--- src/rtl/load_store_unit_pkg.sv ---
// Shared load/store definitions: memory op encoding, LSU FSM states and op helpers.
package load_store_unit_pkg;

  typedef enum logic [1:0] {
    LW  = 2'd0,
    LBU = 2'd1,
    SW  = 2'd2,
    SB  = 2'd3
  } lsu_op_e;

  typedef enum logic [1:0] {
    IDLE = 2'd0,
    REQ  = 2'd1,
    WAIT = 2'd2,
    RESP = 2'd3
  } lsu_state_e;

  function automatic logic is_store(input lsu_op_e op);
    return (op == SW) || (op == SB);
  endfunction

  function automatic logic is_word(input lsu_op_e op);
    return (op == LW) || (op == SW);
  endfunction

endpackage

--- src/rtl/lsu_byte_lane.sv ---
// Byte-lane steering for the LSU: store byte enables / lane replication and LBU
// extraction with zero extension. Purely combinational.
module lsu_byte_lane
  import load_store_unit_pkg::*;
(
  input  lsu_op_e     op,
  input  logic [1:0]  byte_sel,
  input  logic [31:0] wdata,
  input  logic [31:0] rdata,
  output logic [3:0]  be,
  output logic [31:0] wdata_lane,
  output logic [31:0] load_data
);

  logic [7:0] rbyte;

  assign rbyte = rdata[{byte_sel, 3'b000} +: 8];

  always_comb begin
    be         = 4'hF;
    wdata_lane = wdata;
    load_data  = '0;
    case (op)
      LW:  load_data = rdata;
      LBU: begin
        be        = 4'b0001 << byte_sel;
        load_data = {24'd0, rbyte};
      end
      SW:  ;
      SB:  begin
        // Byte stores drive the byte on every lane; be selects the target.
        be         = 4'b0001 << byte_sel;
        wdata_lane = {4{wdata[7:0]}};
      end
      default: ;
    endcase
  end

endmodule

--- src/rtl/load_store_unit.sv ---
// Single-outstanding load/store unit (IDLE -> REQ -> WAIT -> RESP).
// Define LSU_MISALIGN_TRAP_EN to trap misaligned LW/SW without a memory access.
module load_store_unit
  import load_store_unit_pkg::*;
(
  input  logic        clk,
  input  logic        n_reset,
  input  logic        req_valid_i,
  output logic        req_ready_o,
  input  lsu_op_e     req_op_i,
  input  logic [31:0] req_addr_i,
  input  logic [31:0] req_wdata_i,
  output logic        resp_valid_o,
  output logic [31:0] resp_data_o,
  output logic        stall_o,
  output logic        mem_valid_o,
  input  logic        mem_ready_i,
  output logic        mem_we_o,
  output logic [31:0] mem_addr_o,
  output logic [31:0] mem_wdata_o,
  output logic [3:0]  mem_be_o,
  input  logic        mem_rvalid_i,
  input  logic [31:0] mem_rdata_i,
  output logic        err_o
);

  lsu_state_e  state, state_nxt;
  lsu_op_e     op_p0;
  logic [31:0] addr_p0, wdata_p0, rdata_p0;
  logic        accept, misalign, trap_p0;
  logic [3:0]  lane_be;
  logic [31:0] lane_wdata, lane_load;

  assign accept = req_valid_i && (state == IDLE);

`ifdef LSU_MISALIGN_TRAP_EN
  assign misalign = is_word(req_op_i) && (req_addr_i[1:0] != 2'b00);

  always_ff @(posedge clk) begin
    if (accept) trap_p0 <= misalign;
  end
`else
  assign misalign = 1'b0;
  assign trap_p0  = 1'b0;
`endif

  // Request capture stage; data registers need no reset since outputs are state-gated
  always_ff @(posedge clk) begin
    if (accept) begin
      op_p0    <= req_op_i;
      addr_p0  <= req_addr_i;
      wdata_p0 <= req_wdata_i;
    end
    if ((state == WAIT) && mem_rvalid_i) rdata_p0 <= mem_rdata_i;
  end

  always_ff @(posedge clk) begin
    if (!n_reset) state <= IDLE;
    else          state <= state_nxt;
  end

  always_comb begin
    state_nxt    = state;
    req_ready_o  = 1'b0;
    stall_o      = 1'b0;
    mem_valid_o  = 1'b0;
    resp_valid_o = 1'b0;
    case (state)
      IDLE: begin
        req_ready_o = 1'b1;
        stall_o     = req_valid_i;
        if (req_valid_i) state_nxt = misalign ? RESP : REQ;
      end
      REQ: begin
        stall_o     = 1'b1;
        mem_valid_o = 1'b1;
        if (mem_ready_i) state_nxt = is_store(op_p0) ? RESP : WAIT;
      end
      WAIT: begin
        stall_o = 1'b1;
        if (mem_rvalid_i) state_nxt = RESP;
      end
      RESP: begin
        resp_valid_o = 1'b1;
        state_nxt    = IDLE;
      end
      default: state_nxt = IDLE;
    endcase
  end

  lsu_byte_lane u_byte_lane (
    .op         (op_p0),
    .byte_sel   (addr_p0[1:0]),
    .wdata      (wdata_p0),
    .rdata      (rdata_p0),
    .be         (lane_be),
    .wdata_lane (lane_wdata),
    .load_data  (lane_load)
  );

  // Memory and response outputs are forced to zero outside their owning state
  assign mem_addr_o  = mem_valid_o ? {addr_p0[31:2], 2'b00} : 32'd0;
  assign mem_we_o    = mem_valid_o && is_store(op_p0);
  assign mem_be_o    = mem_valid_o ? lane_be : 4'd0;
  assign mem_wdata_o = mem_valid_o ? lane_wdata : 32'd0;
  assign resp_data_o = (resp_valid_o && !trap_p0) ? lane_load : 32'd0;
  assign err_o       = resp_valid_o && trap_p0;

endmodule

--- config.mk ---
export PLATFORM = sky130hd
export DESIGN_NAME = load_store_unit
export DESIGN_NICKNAME = d
export VERILOG_FILES = /design/src/rtl/load_store_unit_pkg.sv /design/src/rtl/lsu_byte_lane.sv /design/src/rtl/load_store_unit.sv
export SDC_FILE = /design/constraint.sdc
export NUM_CORES = 1
export LEC_CHECK = 0
export CORE_ASPECT_RATIO = 1.2
export CORE_MARGIN = 1
export CORE_UTILIZATION = 44
export DETAILED_ROUTE_END_ITERATION = 6
export HOLD_SLACK_MARGIN = 0.12
export PLACE_DENSITY = 0.86
export SLEW_MARGIN = 20
export SYNTH_ARGS = -nofsm -noshare
export SYNTH_HDL_FRONTEND = slang
export SYNTH_SLANG_ARGS = --single-unit
--- constraint.sdc ---
create_clock -name clk -period 6.2 [get_ports clk]
set_clock_uncertainty 0.2 [all_clocks]
set_input_delay 0.62 -clock clk [delete_from_list [all_inputs] [get_ports clk]]
set_output_delay 0.62 -clock clk [all_outputs]
set_load 0.02 [all_outputs]
Word-level counts from Yosys, hierarchy flattened
Index checks and enable logic that the tools add are counted.
W data, S select, Z words.
- $add $sub $neg: 0
- multiply operators: 0
- divide/modulo/power cells: 0
- $lt $le $gt $ge: 0
- equal/unequal tests: 9
- shifts and indexed selects: 2
- mux-type cells: 16
- bitwise operators: 0
- reductions and logical operators: 9
- operators with widths (operator ; count):
    $mux W32 ; 4
    $pmux W32 S2 ; 1
    $shiftx A32 B6 Y8 ; 1
    $eq A2 B2 Y1 const B ; 4
    $mux W4 ; 2
    $pmux W2 S4 ; 1
    $mux W2 ; 3
    $ne A2 B2 Y1 const B ; 3
    $eq A2 B1 Y1 const B ; 2
    $logic_not A2 Y1 ; 2
    $mux W1 ; 4
    $reduce_or A2 Y1 ; 2
    $shl A1 B2 Y4 const A ; 1
    $logic_and A1 B1 Y1 ; 3
    $reduce_and A3 Y1 ; 1
    $pmux W1 S2 ; 1
    $logic_or A1 B1 Y1 ; 1
- register bits: 100
- bits in latches: 0
- bits in writable memories: 0
- memory bits (read-only): 0
- bits of input ports: 103
- output and inout bits: 106
- logic and storage cells: 41
- memories: 0

Depth between registers and ports, before layout
Gate-level depths: netlist of the first run.
- depth in word-level cells: 5
- gate-level depth with buffers: 5
- depth with buffers taken out: 5

By module
Synthesis of the first run repeated with hierarchy kept, for this count alone.
- cell total of the unflattened synthesis: 357
- area, all modules: 4664.5 µm²
- by module, submodules not included (module ; times used ; cells an instance ; area each (µm²) ; sequential area each (µm²)):
    load_store_unit ; 1 ; 239 ; 3885.0 ; 2982.9
    lsu_byte_lane ; 1 ; 118 ; 779.5 ; 0.0

Least setup slack after synthesis of the first run
OpenSTA, ideal clock, no wires.
- path kind: reg-to-output
- start: reg state[0]
- end: out stall_o
- data arrival time: 2.795 ns
- data required time: 5.380 ns
- slack: 2.585 ns
- cell stages (with the launch flop): 6
- buffers on the path: 0
- cells stage by stage: dfxtp_1 > inv_1 > ha_1 > and2_1 > nor2_1 > nor2_1
- cells in the longest elaborated chain, start to end: 3
- elaborated cells on any way between the ends: 5
- classes of those cells: eq/ne: 2; mux: 1; reduce/logical: 2
- RTL lines (element ; line ; RTL):
    from (decl) ; load_store_unit.sv:27 ; lsu_state_e state, state_nxt;
    from (signal assigned) ; load_store_unit.sv:59 ; else state <= state_nxt;
    $eq A2 B2 Y1 or $eq A2 B1 Y1 (tied branches) ; load_store_unit.sv:68 ; case (state)
    $reduce_or A2 Y1 (no line) ; n/a ;
    $pmux W1 S2 (*) ; load_store_unit.sv:68 ;
    to (decl) ; load_store_unit.sv:15 ; output logic stall_o,
Every way passes the cells marked *; elsewhere a longest branch is shown, timed or not.

Final worst setup path of the first run
- start: reg addr_p0[1]
- end: out resp_data_o[4]
- cells in the longest elaborated chain, start to end: 3
- RTL lines (element ; line ; RTL):
    from (decl) ; load_store_unit.sv:29 ; logic [31:0] addr_p0, wdata_p0, rdata_p0;
    from (signal assigned) ; load_store_unit.sv:51 ; addr_p0 <= req_addr_i;
    $shiftx A32 B6 Y8 ; lsu_byte_lane.sv:17 ; assign rbyte = rdata[{byte_sel, 3'b000} +: 8];
    $pmux W32 S2 ; lsu_byte_lane.sv:23 ; case (op)
    $mux W32 ; load_store_unit.sv:106 ; assign resp_data_o = (resp_valid_o && !trap_p0) ? lane_load : 32'd0;
    to (decl) ; load_store_unit.sv:14 ; output logic [31:0] resp_data_o,
Every way passes these cells.

==> flow_metrics.py, run 1 <==
metrics = {
    "critical_path": {
        "critPathTopFamily": "simple AND/OR/NAND/NOR gates",
        "worstSetupEndpointType": "primary output",
        "cp-start-kind": "flop",
        "rrSetupSlack_ns": 4.07,
        "critPathMaxStageDelay_ns": 0.70,
        "crit_buf_inv": 1,
        "path_max_fanout": 12,
        "cp_cell_sequence": "nor2b_1, a22oi_1, o2bb2ai_1, clkdlybuf4s50_1",
        "arrival_ns": 2.79,
        "required_worst_endpoint_ns": 5.38,
        "worst-setup-path-type": "flop to primary output",
        "worst_path_max_delay_cell": "sky130_fd_sc_hd__nor2b_1",
    },
    "placement": {
        "detailed_place_hpwl_um": 8656,
        "gp_congestion": 0.8096,
        "buffer_ports.inserted": 205,
    },
    "yosys": {
        "ys.flop_type": "sky130_fd_sc_hd__edfxtp_1",
        "syn_area_mm2": 0.004305,
        "avgSynthCellArea_um2": 14.26,
        "synth_top_cell_area_share_pct": 68.35,
        "synthDistinctLibCells": 31,
        "postSynthRegisterBits": 100,
        "cell_with_the_most_instances_after_synthesis": "sky130_fd_sc_hd__edfxtp_1",
        "synth_top_cells_by_count": "sky130_fd_sc_hd__edfxtp_1, sky130_fd_sc_hd__and2_1, sky130_fd_sc_hd__nor2b_1",
        "post_syn_instances": 302,
        "leading_post_synthesis_cells_by_cell_area": "sky130_fd_sc_hd__edfxtp_1, sky130_fd_sc_hd__and2_1, sky130_fd_sc_hd__nor2b_1, sky130_fd_sc_hd__a21oi_1, sky130_fd_sc_hd__mux2_2",
        "synth_async_sr_flop_share_pct": 0,
        "synth_area_leader_cell": "sky130_fd_sc_hd__edfxtp_1",
        "yosysSeqAreaShare_pct": 69.28,
        "yosysWarningCount": 0,
        "synth-edff-count": 98,
    },
    "routing": {
        "antenna_violating_nets_post_route": 0,
        "route.detailed.vias_per_inst": 5.060,
        "drtPass1Iterations": 4,
        "vias_after_detailed_routing": 3188,
        "routed_wirelength_um": 11740,
        "initialDrtViolationCount": 129,
        "wl_cell_um": 18.63,
        "post-route-drc-count": 0,
    },
    "cts": {
        "tritoncts_buffer_count": 9,
        "clockRootBuffer": "sky130_fd_sc_hd__clkbuf_16",
        "clock_tree.buffer_depth": 2,
        "cts_tree": "built",
        "clk_transition_reported_paths_ns": 0.07,
        "clkLatencyLatePin_ns": 0.33,
        "h_tree_level_count": 3,
        "cts_post_setup_buffers_inserted": 0,
        "postCtsResizedCells": 0,
        "clock-sinks": 100,
        "hold_buffers": 0,
    },
    "global_route": {
        "grt_pass1_vias": 3314,
        "grt_antenna_before_repair": 0,
        "grt_util_all_layers_pct": 23.40,
        "grt.overflow.total": 0,
        "grt_max_degree": 71,
        "grt_pass1_wl_um": 17310,
    },
    "die": {
        "ios": 209,
        "core_area_mm2": 0.009515,
        "floorplan.rows": 39,
        "initial_core_util_pct": 45.25,
        "chipWidth_um": 92.30,
        "floorplan.die_area_mm2": 0.01019,
        "floorplan.die.height_um": 110.4,
    },
    "sta": {
        "final_max_slew_viol_count": 0,
        "setup-violations-final": 0,
        "period_share_pct": 58.21,
        "worstMarginPinSlew_ns": 0.9125,
        "timing.fmax_ghz": 0.2771,
        "finalCriticalPeriod_ns": 3.609,
        "final_hold_viol_count": 0,
        "grt_setup_unrepaired": "no",
        "setup-tns-final_ns": 0,
        "timing.slew.headroom_pct": 39.17,
    },
    "layout": {
        "fill_cells": 632,
        "drive_gt1_share_pct": 6.312,
        "layout-area-overhead-vs-synth_pct": 56.23,
        "area_used_by_multi_input_combinational_logic_mm2": 0.001229,
        "n_antenna_cell": 0,
        "area.sequential_mm2": 0.002983,
        "nets": 610,
    },
    "power_and_ir_drop": {
        "total_leakage_power_nw": 2.360,
        "vdd.ir_drop.worst_mv": 0.2554,
        "finalPower_mw": 2.620,
        "cellPowerDensity_mw_per_mm2": 389.5,
    },
    "status": {
        "run_status": "finished clean",
    },
    "run": {
        "max_cap_viols": 0,
    },
    "worst_hold_path": {
        "min-delay-path-class": "flop to flop",
    },
}
state kept, by name, indices dropped and copies added (netlist names):
| name | cells |
|---|---|
| rdata_p0 | 32 |
| state | 2 |
| op_p0 | 2 |
| wdata_p0 | 32 |
| addr_p0 | 32 |
cells by family (layout without fill, tap and decap cells):
logic type,Yosys count,after routing,synth area share (%)
adders and majority gates,5,5,1.453
buffers and inverters,23,226,2.441
and+or+nand+nor,117,117,17.23
DFF,100,100,69.28
muxes,8,8,2.092
other,1,3,0.08710
AOI/OAI and AO/OA,48,48,7.411
metal layers:
metal	GRT usage [%]	share of wire, %	vias up
li1	-	-	1484
met3	8.916	8.4	24
met4	9.821	3.1	0
met5	0	0	-
met2	41.48	53	158
met1	25.03	36	1522
per-stage QoR:
| stage | utilization, % | cells | setup WS (ns) | hold slack, ns | area [um2] |
|---|---|---|---|---|---|
| final | 70.69 | 630 | 2.591 | 0.3692 | 6726 |
| after global routing | 70.69 | 630 | 2.466 | 0.4264 | 6726 |
| after CTS | 70.69 | 630 | 2.597 | 0.3694 | 6726 |
| after detailed placement | 67.72 | 614 | 2.677 | 0.3579 | 6444 |
| after global placement | 67.72 | 614 | 2.693 | 0.3229 | 6444 |
| after floorplan | - | 304 | 2.585 | 0.3001 | 4313 |
layout make-up:
type / count / area share (%)
Clock inverter: 7 / 0.8557
Clock buffer: 9 / 3.348
Multi-Input combinational cell: 181 / 18.27
Tap cell: 123 / 2.288
Timing Repair Buffer: 207 / 30.73
Sequential cell: 100 / 44.35
Inverter: 3 / 0.1674
layout by cell type (no fill, tap or decap), types with 3 or more instances in the layout:
cell / netlist / layout
sky130_fd_sc_hd__a21boi_0: 3 / 3
sky130_fd_sc_hd__a21oi_1: 24 / 24
sky130_fd_sc_hd__a22oi_1: 8 / 8
sky130_fd_sc_hd__and2_1: 65 / 64
sky130_fd_sc_hd__and3_1: 8 / 8
sky130_fd_sc_hd__clkbuf_16: 0 / 9
sky130_fd_sc_hd__clkdlybuf4s50_1: 0 / 205
sky130_fd_sc_hd__conb_1: 1 / 3
sky130_fd_sc_hd__edfxtp_1: 98 / 98
sky130_fd_sc_hd__ha_1: 5 / 4
sky130_fd_sc_hd__inv_1: 3 / 3
sky130_fd_sc_hd__mux2_2: 8 / 8
sky130_fd_sc_hd__nand2b_1: 5 / 5
sky130_fd_sc_hd__nor2_1: 3 / 3
sky130_fd_sc_hd__nor2b_1: 27 / 27
sky130_fd_sc_hd__o2bb2ai_1: 8 / 8
worst reg2reg max path: stages (launching register included):
cell and delay [ns]:
sky130_fd_sc_hd__dfxtp_1 0.34, sky130_fd_sc_hd__inv_1 0.15, sky130_fd_sc_hd__ha_1 0.23, sky130_fd_sc_hd__and2_2 0.16
sky130_fd_sc_hd__buf_4 0.63
final timing paths:
| kind | start | to | cells past startpoint |
|---|---|---|---|
| setup / recovery | addr_p0[1]$_DFFE_PP_ | resp_data_o[4] | 4 |
| hold / removal | state[1]$_SDFFE_PN0P_ | state[1]$_SDFFE_PN0P_ | 2 |
| setup reg to reg | state[0]$_SDFFE_PN0P_ | addr_p0[0]$_DFFE_PP_ | 4 |
| hold reg to reg | state[1]$_SDFFE_PN0P_ | state[1]$_SDFFE_PN0P_ | 2 |
where the power goes:
| part | switching (mW) | total [mW] | internal [mW] |
|---|---|---|---|
| Sequential | 0.0674 | 0.989 | 0.922 |
| Combinational | 0.597 | 1.11 | 0.509 |
| Clock | 0.248 | 0.525 | 0.278 |
| Total | 0.912 | 2.62 | 1.71 |
No activity file was read; power rests on OpenSTA's default activity.
==> run 2: changes to the inputs <==
Settings changed: CORE_UTILIZATION 44 to 37, PLACE_DENSITY 0.86 to 0.77.
Clock period 6.2 ns to 3.19 ns, I/O delays scaled along.
==> flow_metrics.py, run 2 (synthesized netlist as in run 1, its figures left out) <==
metrics = {
    "critical_path": {
        "timing.reg2reg.worst_path_depth": 4,
        "path_max_fanout": 16,
        "cp-start-kind": "flop",
        "arrival_ns": 2.47,
        "crit_buf_inv": 1,
        "source_of_the_worst_register_to_register_timing_path": "state[0]$_SDFFE_PN0P_",
        "cp_cell_sequence": "o21ai_1, and3b_1, o2bb2ai_1, clkdlybuf4s50_1",
        "worstSetupEndpointType": "primary output",
        "required_worst_endpoint_ns": 2.67,
        "worstSetupPathDepth": 4,
        "crit_path_start": "op_p0[0]$_DFFE_PP_",
        "critPathMaxStageDelay_ns": 0.67,
        "worst-setup-path-type": "flop to primary output",
        "critPathTopFamily": "buffers and inverters",
        "worst_path_max_delay_cell": "sky130_fd_sc_hd__clkdlybuf4s50_1",
    },
    "global_route": {
        "grt_pass1_vias": 3303,
        "grt_max_degree": 67,
        "grt.overflow.total": 0,
        "grt_pass1_wl_um": 17000,
        "grt_antenna_before_repair": 0,
        "grt_util_all_layers_pct": 18.95,
    },
    "placement": {
        "detailed_place_hpwl_um": 8060,
        "postPlaceCellArea_mm2": 0.006520,
        "gp_congestion": 0.7660,
        "buffer_ports.inserted": 205,
    },
    "routing": {
        "drtPass1Iterations": 4,
        "initialDrtViolationCount": 107,
        "vias_after_detailed_routing": 3206,
        "wl_cell_um": 16.94,
        "route.detailed.vias_per_inst": 4.807,
        "antenna_violating_nets_post_route": 0,
        "post-route-drc-count": 0,
        "routed_wirelength_um": 11300,
    },
    "cts": {
        "clkLatencyLatePin_ns": 0.33,
        "clockRootBuffer": "sky130_fd_sc_hd__clkbuf_16",
        "tritoncts_buffer_count": 9,
        "clock-sinks": 100,
        "clk_transition_reported_paths_ns": 0.07,
        "postCtsResizedCells": 0,
        "cts_tree": "built",
        "h_tree_level_count": 3,
        "clock_tree.buffer_depth": 2,
    },
    "die": {
        "core_area_mm2": 0.01119,
        "floorplan.die.height_um": 120.2,
        "floorplan.die_area_mm2": 0.01207,
        "ios": 209,
        "chipWidth_um": 100.5,
        "floorplan.rows": 42,
        "initial_core_util_pct": 38.46,
    },
    "sta": {
        "setup-violations-final": 0,
        "grt_setup_unrepaired": "no",
        "timing.hold.ws_ns": 0.3250,
        "timing.slew.headroom_pct": 43.87,
        "final_hold_viol_count": 0,
        "worstMarginPinSlew_ns": 0.8419,
        "timing.fmax_ghz": 0.3344,
        "period_share_pct": 93.74,
        "setup-tns-final_ns": 0,
        "finalCriticalPeriod_ns": 2.990,
        "final_max_slew_viol_count": 0,
    },
    "layout": {
        "n_antenna_cell": 0,
        "layout-area-overhead-vs-synth_pct": 58.36,
        "largest_registers": "addr_p0 x32, rdata_p0 x32, wdata_p0 x32",
        "nets": 616,
        "finish.utilization_pct": 60.91,
        "layout_common_cells": "sky130_fd_sc_hd__clkdlybuf4s50_1, sky130_fd_sc_hd__edfxtp_1, sky130_fd_sc_hd__and2_1",
        "most_common_cell_after_layout_fill_and_taps_aside": "sky130_fd_sc_hd__clkdlybuf4s50_1",
        "drive_gt1_share_pct": 7.407,
        "finish.instance_area_mm2": 0.006818,
    },
    "worst_hold_path": {
        "min-delay-path-class": "input pin to flop",
        "min_from": "req_wdata_i[15]",
        "hold_path_depth": 1,
    },
    "power_and_ir_drop": {
        "vdd.ir_drop.worst_mv": 0.4882,
        "cellPowerDensity_mw_per_mm2": 747.4,
        "total_leakage_power_nw": 2.395,
        "finalPower_mw": 5.095,
    },
    "run": {
        "max_cap_viols": 0,
    },
    "status": {
        "run_status": "finished clean",
    },
}
==> run 2: cell type report <==
cell class / instances / area (um2)
repair buffers: 212 / 2105
flip-flops and latches: 100 / 2983
clock buffers: 9 / 225.2
inverters: 3 / 11.26
well taps: 154 / 192.7
clock inverters: 7 / 60.06
multi-input cells: 182 / 1241
fillers: 881 / 4375
==> run 2: per-layer routing <==
layer / up-vias / routed length [um] / part of all wire [%] / track usage, %
met5: - / 0 / 0 / 0
met4: 0 / 398 / 3.5 / 11.14
met3: 24 / 820 / 7.3 / 6.174
met2: 153 / 5887 / 52 / 32.53
met1: 1537 / 4191 / 37 / 20.12
li1: 1492 / - / - / -
==> run 2: metrics by stage <==
stage | instances | setup WS, ns
6_report | 667 | 0.1998
5_1_grt | 667 | 0.04867
2_1_floorplan | 304 | 0.5694
3_3_place_gp | 650 | 0.6488
4_1_cts | 666 | 0.08897
3_5_place_dp | 650 | 0.4903
==> run 2: final timing paths <==
path / end / slack [ns]
setup / recovery: resp_data_o[6] / 0.20
hold / removal: wdata_p0[15]$_DFFE_PP_ / 0.33
setup reg to reg: addr_p0[1]$_DFFE_PP_ / 1.03
hold reg to reg: state[1]$_SDFFE_PN0P_ / 0.37
==> run 2: where the power goes <==
part | switching [mW] | internal [mW] | leakage (nW)
clock network | 0.488 | 0.543 | 0.142
logic | 1.15 | 1.01 | 1.32
registers | 0.120 | 1.79 | 0.934
==> run 2: repair_timing <==
item | 4_1_cts | 5_1_grt
setup buffers | 0 | 0
hold buffers | 0 | 0
endpoints found under the setup margin | 0 | 12
==> run 3: changes to the inputs <==
Settings changed: CORE_UTILIZATION 37 to 44, GPL_TIMING_DRIVEN set to 0, PLACE_DENSITY 0.77 to 0.86.
Clock period 3.19 ns to 3.71 ns, I/O delays scaled along.
==> flow_metrics.py, run 3 (synthesized netlist as in run 1, its figures left out) <==
metrics = {
    "power_and_ir_drop": {
        "vdd.ir_drop.worst_mv": 0.4780,
        "p_sw_share_pct": 35.13,
        "total_leakage_power_nw": 2.400,
        "power.clock.fraction_pct": 18.8,
        "p_seq_share_pct": 36.5,
        "cellPowerDensity_mw_per_mm2": 650.8,
        "reported_net_switching_power_mw": 1.557,
        "cellInternalPower_mw": 2.875,
        "finalPower_mw": 4.431,
        "comb_power_share_pct": 44.7,
    },
    "sta": {
        "grt_setup_unrepaired": "no",
        "final_hold_viol_count": 0,
        "setup-violations-final": 0,
        "setup-tns-final_ns": 0,
        "worstMarginPinSlew_ns": 0.7111,
        "timing.slew.headroom_pct": 52.59,
        "timing.fmax_ghz": 0.3112,
        "period_share_pct": 86.61,
        "finalCriticalPeriod_ns": 3.213,
        "final_max_slew_viol_count": 0,
    },
    "placement": {
        "detailed_place_hpwl_um": 9114,
        "gp_congestion": 0.7851,
        "place_inst": 633,
        "buffer_ports.inserted": 205,
    },
    "routing": {
        "wl_cell_um": 19.06,
        "vias_after_detailed_routing": 3253,
        "post-route-drc-count": 0,
        "antenna_violating_nets_post_route": 0,
        "drtPass1Iterations": 4,
        "route.detailed.vias_per_inst": 5.020,
        "routed_wirelength_um": 12350,
        "initialDrtViolationCount": 168,
    },
    "cts": {
        "clock-sinks": 100,
        "clk_transition_reported_paths_ns": 0.06,
        "clockRootBuffer": "sky130_fd_sc_hd__clkbuf_16",
        "hold_buffers": 0,
        "clkLatencyLatePin_ns": 0.34,
        "postCtsResizedCells": 0,
        "clock_tree.buffer_depth": 2,
        "cts_post_setup_buffers_inserted": 0,
        "cts_tree": "built",
        "h_tree_level_count": 3,
        "tritoncts_buffer_count": 9,
    },
    "critical_path": {
        "critPathMaxStageDelay_ns": 0.60,
        "worstSetupPathDepth": 5,
        "source_of_the_worst_register_to_register_timing_path": "state[0]$_SDFFE_PN0P_",
        "worst_path_max_delay_cell": "sky130_fd_sc_hd__clkdlybuf4s50_1",
        "reg2reg_to": "rdata_p0[28]$_DFFE_PP_",
        "crit_buf_inv": 2,
        "required_worst_endpoint_ns": 3.14,
        "worstSetupEndpointType": "primary output",
        "path_max_fanout": 10,
        "timing.reg2reg.worst_path_depth": 3,
        "critPathTopFamily": "buffers and inverters",
        "cp-start-kind": "flop",
        "worst-setup-path-type": "flop to primary output",
        "arrival_ns": 2.64,
        "rrSetupSlack_ns": 1.83,
        "cp_cell_sequence": "ha_1, nor3b_4, clkbuf_1, and2_1, clkdlybuf4s50_1",
    },
    "global_route": {
        "grt_pass1_wl_um": 18040,
        "grt.overflow.total": 0,
        "grt_antenna_before_repair": 0,
        "grt_util_all_layers_pct": 24.43,
        "grt_max_degree": 60,
        "grt_pass1_vias": 3365,
    },
    "layout": {
        "layout_common_cells": "sky130_fd_sc_hd__clkdlybuf4s50_1, sky130_fd_sc_hd__edfxtp_1, sky130_fd_sc_hd__and2_1",
        "finish.cell_count_without_fillers": 648,
        "nets": 629,
        "largest_registers": "addr_p0 x32, rdata_p0 x32, wdata_p0 x32",
        "most_common_cell_after_layout_fill_and_taps_aside": "sky130_fd_sc_hd__clkdlybuf4s50_1",
        "fill_cells": 674,
        "layout-area-overhead-vs-synth_pct": 58.15,
        "finish.utilization_pct": 71.56,
        "drive_gt1_share_pct": 6.857,
        "n_antenna_cell": 0,
    },
    "die": {
        "core_area_mm2": 0.009515,
        "floorplan.die_area_mm2": 0.01019,
        "initial_core_util_pct": 45.25,
        "floorplan.die.height_um": 110.4,
        "chipWidth_um": 92.30,
        "floorplan.rows": 39,
        "ios": 209,
    },
    "worst_hold_path": {
        "min_from": "state[1]$_SDFFE_PN0P_",
        "timing.hold.worst_endpoint": "state[1]$_SDFFE_PN0P_",
        "hold_path_depth": 2,
        "min-delay-path-class": "flop to flop",
    },
    "run": {
        "max_cap_viols": 0,
    },
    "status": {
        "run_status": "finished clean",
    },
}
[run 3: changes by cell type in the layout (fill, tap and decap cells not counted), moves of 2 or more]
cell,previous run,this run
sky130_fd_sc_hd__clkbuf_1,0,12
sky130_fd_sc_hd__inv_6,2,0
sky130_fd_sc_hd__clkinv_1,0,2
sky130_fd_sc_hd__buf_4,7,3
sky130_fd_sc_hd__clkinv_4,3,0
sky130_fd_sc_hd__buf_2,0,6
sky130_fd_sc_hd__clkinvlp_4,0,3
[run 3: worst max-delay path by stage]
stage                 endpoint             startpoint  slack (ns)
2_1_floorplan          stall_o  state[0]$_SDFFE_PN0P_        0.34
3_3_place_gp           stall_o            req_valid_i       -0.73
3_5_place_dp   resp_data_o[20]  state[1]$_SDFFE_PN0P_        0.82
4_1_cts        resp_data_o[20]  state[1]$_SDFFE_PN0P_        0.45
5_1_grt        resp_data_o[20]  state[1]$_SDFFE_PN0P_        0.34
6_report       resp_data_o[20]  state[1]$_SDFFE_PN0P_        0.50
[run 3: power by group through the flow]
stage                     clock (mW)  sequential, mW  combinational, mW
after global placement             0            1.65               1.89
after global routing           0.881            1.64               2.10
after detailed placement           0            1.64               1.96
final                          0.833            1.62               1.98
after CTS                      0.844            1.62               1.98
after floorplan                    0            1.62               1.03
[run 3: area by class of cell]
type	count	area [um2]	share of cell area [%]
Clock buffer	10	229.0	3.363
Multi-Input combinational cell	181	1229	18.04
Sequential cell	100	2983	43.81
Inverter	3	11.26	0.1654
Timing Repair Buffer	206	2079	30.54
Clock inverter	5	30.03	0.4410
Tap cell	123	153.9	2.260
Buffer	20	93.84	1.378
[run 3: tightest hold or removal path: cells and delay by family (launching register included)]
| family | cells | cell delay (ns) |
|---|---|---|
| flops | 1 | 0.35 |
| compound gates | 2 | 0.17 |
[run 3: stage by stage]
stage | hold slack (ns) | setup WS (ns) | area (um2)
final | 0.3700 | 0.4969 | 6809
after global routing | 0.3738 | 0.3421 | 6809
after CTS | 0.3767 | 0.4488 | 6809
after detailed placement | 0.3683 | 0.8153 | 6550
after global placement | 0.3221 | -0.7252 | 6519
after floorplan | 0.2699 | 0.3439 | 4313
[run 3: per-layer routing]
layer / wire, um / vias up / track usage (%)
met5: 0 / - / 0
met4: 291 / 0 / 11.94
met3: 976 / 20 / 7.613
met2: 6491 / 152 / 43.23
met1: 4589 / 1558 / 26.65
li1: - / 1523 / -
